[config.mk]
export PLATFORM = sky130hd
export DESIGN_NAME = rx_word_fifo
export DESIGN_NICKNAME = d
export VERILOG_FILES = /design/src/rtl/rx_word_fifo.sv
export SDC_FILE = /design/constraint.sdc
export NUM_CORES = 1
export LEC_CHECK = 0
export BUFFER_PORTS_ARGS = -buffer_cell sky130_fd_sc_hd__buf_4
export CAP_MARGIN = 10
export CORE_UTILIZATION = 55
export CTS_BUF_LIST = sky130_fd_sc_hd__clkbuf_2 sky130_fd_sc_hd__clkbuf_4 sky130_fd_sc_hd__clkbuf_8
export DETAILED_ROUTE_END_ITERATION = 8
export HOLD_SLACK_MARGIN = 0.1
export PLACE_DENSITY_LB_ADDON = 0.2
export SLEW_MARGIN = 20
export SYNTH_ARGS = -nofsm -noshare
export SYNTH_HDL_FRONTEND = slang
export SYNTH_SLANG_ARGS = --single-unit
[constraint.sdc]
create_clock -name mclk -period 6.9 [get_ports mclk]
set_input_delay 0.345 -clock mclk [delete_from_list [all_inputs] [get_ports mclk]]
set_output_delay 0.345 -clock mclk [all_outputs]
set_load 0.1 [all_outputs]
[src/rtl/rx_word_fifo.sv]
// Purpose : first-word-fall-through buffer for 16-bit words from the receiver to the SPI master.
// Latency : a word pushed at an edge is on out_data (out_valid=1) right after that edge.
// Backpressure: none on the input side; a push into a full FIFO is dropped and flagged in overflow.
// Optional : define RX_FIFO_DROP_COUNT_EN to add a saturating 8-bit drop_count output.
module rx_word_fifo #(
  parameter int          DEPTH_LOG2 = 4,
  parameter int unsigned AF_LEVEL   = 12
) (
  input  logic                  mclk,
  input  logic                  reset_n,
  input  logic [15:0]           in_data,
  input  logic                  in_strobe,
  input  logic                  flush,
  output logic [15:0]           out_data,
  output logic                  out_valid,
  input  logic                  out_accept,
  output logic [DEPTH_LOG2:0]   level,
  output logic                  almost_full,
`ifdef RX_FIFO_DROP_COUNT_EN
  output logic [7:0]            drop_count,
`endif
  output logic                  overflow
);

  localparam int DEPTH = 1 << DEPTH_LOG2;
  localparam logic [DEPTH_LOG2:0] PTR_ONE = 1;

  // Word storage; deliberately not reset, only pointers and flags are.
  logic [15:0] mem [DEPTH];

  // Pointers carry one extra wrap bit so full and empty are distinguishable.
  logic [DEPTH_LOG2:0] wr_ptr;
  logic [DEPTH_LOG2:0] rd_ptr;

  logic empty;
  logic full;
  logic do_pop;
  logic do_push;
  logic do_drop;

  assign empty = (wr_ptr == rd_ptr);
  assign full  = (wr_ptr[DEPTH_LOG2] != rd_ptr[DEPTH_LOG2]) &&
                 (wr_ptr[DEPTH_LOG2-1:0] == rd_ptr[DEPTH_LOG2-1:0]);

  // A pop needs data present; a pop on an empty FIFO is simply ignored.
  assign do_pop  = out_accept && !empty;
  // A pop in the same cycle frees the slot, so a full FIFO still accepts the push.
  assign do_push = in_strobe && (!full || do_pop);
  assign do_drop = in_strobe && full && !do_pop;

  assign out_valid   = !empty;
  assign out_data    = mem[rd_ptr[DEPTH_LOG2-1:0]];
  assign level       = wr_ptr - rd_ptr;
  assign almost_full = (32'(level) >= AF_LEVEL);

  // Write the incoming word into the slot addressed by the write pointer.
  always_ff @(posedge mclk) begin
    if (do_push && !flush) begin
      mem[wr_ptr[DEPTH_LOG2-1:0]] <= in_data;
    end
  end

  // Advance pointers; flush wins over any push or pop in the same cycle.
  always_ff @(posedge mclk or negedge reset_n) begin
    if (!reset_n) begin
      wr_ptr <= '0;
      rd_ptr <= '0;
    end else if (flush) begin
      wr_ptr <= '0;
      rd_ptr <= '0;
    end else begin
      if (do_push) begin
        wr_ptr <= wr_ptr + PTR_ONE;
      end
      if (do_pop) begin
        rd_ptr <= rd_ptr + PTR_ONE;
      end
    end
  end

  // Sticky overflow flag: set on any dropped word, cleared only by reset or flush.
  always_ff @(posedge mclk or negedge reset_n) begin
    if (!reset_n) begin
      overflow <= 1'b0;
    end else if (flush) begin
      overflow <= 1'b0;
    end else if (do_drop) begin
      overflow <= 1'b1;
    end
  end

`ifdef RX_FIFO_DROP_COUNT_EN
  // Count dropped words, holding at 255 rather than wrapping.
  always_ff @(posedge mclk or negedge reset_n) begin
    if (!reset_n) begin
      drop_count <= 8'd0;
    end else if (flush) begin
      drop_count <= 8'd0;
    end else if (do_drop && (drop_count != 8'hFF)) begin
      drop_count <= drop_count + 8'd1;
    end
  end
`endif

endmodule

==> out/results.ini <==
[status]
status = finished clean

[sta]
rsz0062_at_grt = no
fin_crit_ns = 4.072
slew_violations = 0
fin_skew_ns = 0.02196
tightest_slew_ns = 1.097
slew_headroom = 0.2661
finalWorstSetupSlack_ns = 2.828
final.setup.tns_ns = 0
setup_viol = 0
hold_violations = 0
clock.fmax_ghz = 0.2456
period_share = 0.5902

[placed_design]
post-place-ws_ns = 3.334
place_congestion = 0.8286
dp_hpwl_mm = 14.64
io_buffers = 44
place_area_mm2 = 0.01126

[clock_network]
path_clk_slew_ns = 0.06
cts_max_level = 2
cts_resized = 0
clk_latency_ns = 0.53
cts_buffers = 42
cts.sinks = 267
cts_hold_repair.buffers = 2
cts-root-buf = clkbuf_8
post_cts_buffers = 0
clockBufferDepth = 3
tritoncts = yes

[die]
chipHeight_um = 141.5
rows = 50
initial_core_util = 0.5664
core-area_mm2 = 0.01889
ios = 45
die_w_um = 141.5
die_area_mm2 = 0.02002

[setup_path]
arrival_ns = 3.73
cpMostUsedCell = buf_4
crit_chain = buf_4 -> mux4_2 -> a32oi_1 -> o21ai_0 -> buf_4
critPathMaxStageDelay_ns = 1.04
path_class = reg2out
r2r_slack_ns = 3.25
critPathRequiredTime_ns = 6.55
reg2regPathDepth = 6
crit_path_max_fanout = 52
start_kind = flop
worst_path_dominant_cell_family = flip-flops
cp_slowest_cell = dfrtp_4
endpoint_kind = output port
timing.critical_path.buf_inv = 2
worst-path-stages = 5

[logic_synthesis]
ys_ff_latch = 267
synth_nets = 564
synth.distinct_cells = 44
yosysTopAreaCell = edfxtp_1
synth-seq-area-share = 0.7441
async_flop_share = 0.04120
synthTopCellsByArea = edfxtp_1, mux4_2, mux2i_1, dfrtp_1, a32oi_1
synth-warning-count = 0
yosysMostFrequentCell = edfxtp_1
synthesis.area_mm2 = 0.01070
synth_top_area_frac = 0.7183
synth-edff-count = 256
yosys-top-cells-count = edfxtp_1, mux2i_1, mux4_2
netlist_instances = 533
avgSynthCellArea_um2 = 20.08
yosys_most_used_dff = edfxtp_1

[finish]
fill_cells = 1348
syn2layout_area_growth_pct = 12.73
final_area_mm2 = 0.01206
n_antenna_cell = 0
finalNetCount = 631
drive_gt1_frac = 0.2762
finish.utilization = 0.6385

[global_routing]
grt-ovfl-total = 0
grt_pass1_vias = 5461
track_usage = 0.2429
antenna_found_initial = 0
grt_max_degree = 53
grt_first_pass_wirelength_mm = 34.11

[routing]
ant_nets = 0
remaining_drc_errors = 0
avgRoutedWirePerCell_um = 26.21
vias = 5441
wl_mm = 23.33
vias_per_cell = 6.113
drt_pass1_iterations = 4
dr.first_iter.drc_count = 538

[pwr]
p_leak_nw = 3.952
total_power_mw = 3.833
irDropWorstVdd_mv = 0.1752
powerDensity_mw_per_mm2 = 317.7

[job]
max_cap_viol_count = 0

[hold_path]
hold_path.class = in2reg
hold_depth = 3

==> cell type report <==
type                       count  area [um^2]  area share
timing repair buffer          50        380.4     0.03153
multi-input combinational    229         2569      0.2129
clock inverter                15        60.06    0.004978
tap                          260        325.3     0.02697
inverter                      10        37.54    0.003111
clock buffer                  59        724.4     0.06005
sequential                   267         7968      0.6604
==> cell usage in the layout (no fill, tap or decap), types with 3 or more instances in the layout <==
| cell type | count |
|---|---|
| a32oi_1 | 16 |
| xor2_1 | 3 |
| xnor2_1 | 5 |
| mux2i_1 | 50 |
| inv_1 | 9 |
| buf_4 | 48 |
| nor3_1 | 3 |
| a22oi_1 | 16 |
| mux4_2 | 48 |
| o21ai_0 | 19 |
| ha_1 | 9 |
| nor2_1 | 12 |
| clkbuf_8 | 45 |
| clkbuf_4 | 14 |
| and2_1 | 13 |
| dfrtp_1 | 9 |
| clkinv_2 | 3 |
| a21oi_1 | 4 |
| clkinv_1 | 12 |
| edfxtp_1 | 256 |
==> registers in the layout, summed over array words and instances (netlist names) <==
| register | count |
|---|---|
| wr_ptr | 5 |
| mem | 256 |
| overflow | 1 |
| rd_ptr | 5 |
==> path summary, 6_finish.rpt <==
kind / startpoint / endpoint
setup / recovery: rd_ptr[0] / out_data[9]
hold / removal: in_strobe / overflow
setup reg to reg: rd_ptr[3] / mem[8][3]
hold reg to reg: overflow / overflow
max in group asynchronous: reset_n / rd_ptr[2]
min in group asynchronous: reset_n / rd_ptr[3]
==> power breakdown <==
group,switching (mW),leakage (nW),internal [mW]
combinational,0.518,1.08,0.228
clock,0.572,0.418,0.673
sequential,0.0503,2.45,1.79
==> routing by layer <==
metal,up-vias,part of all wire,GRT usage
met5,-,0,0
met4,0,0.034,0.1058
met3,51,0.071,0.05501
met2,223,0.47,0.3648
met1,2836,0.43,0.3464
li1,2331,-,-
==> tightest hold or removal path: cells and delay by family <==
kind	cells	cell delay (ns)
compound gates	1	0.06
simple gates	1	0.10
buf+inv	1	0.12
==> metrics by stage <==
stage / hold slack, ns / instances
floorplan: 0.04941 / 533
global placement: 0.1863 / 814
detailed placement: 0.1916 / 814
CTS: 0.1091 / 890
global route: 0.1400 / 890
finish: 0.1458 / 890
==> cell families (layout without fill, tap and decap cells) <==
| family | Yosys count | in the layout | synth area share |
|---|---|---|---|
| AO/OA/AOI/OAI | 65 | 65 | 0.04466 |
| XOR/XNOR | 10 | 10 | 0.009588 |
| adder cells (fa/ha/maj) | 10 | 10 | 0.01239 |
| buffers and inverters | 37 | 134 | 0.01754 |
| flip-flops | 267 | 267 | 0.7441 |
| multiplexers | 98 | 98 | 0.1478 |
| AND/OR/NAND/NOR | 46 | 46 | 0.02397 |
No activity file was read; power rests on OpenSTA's default activity.
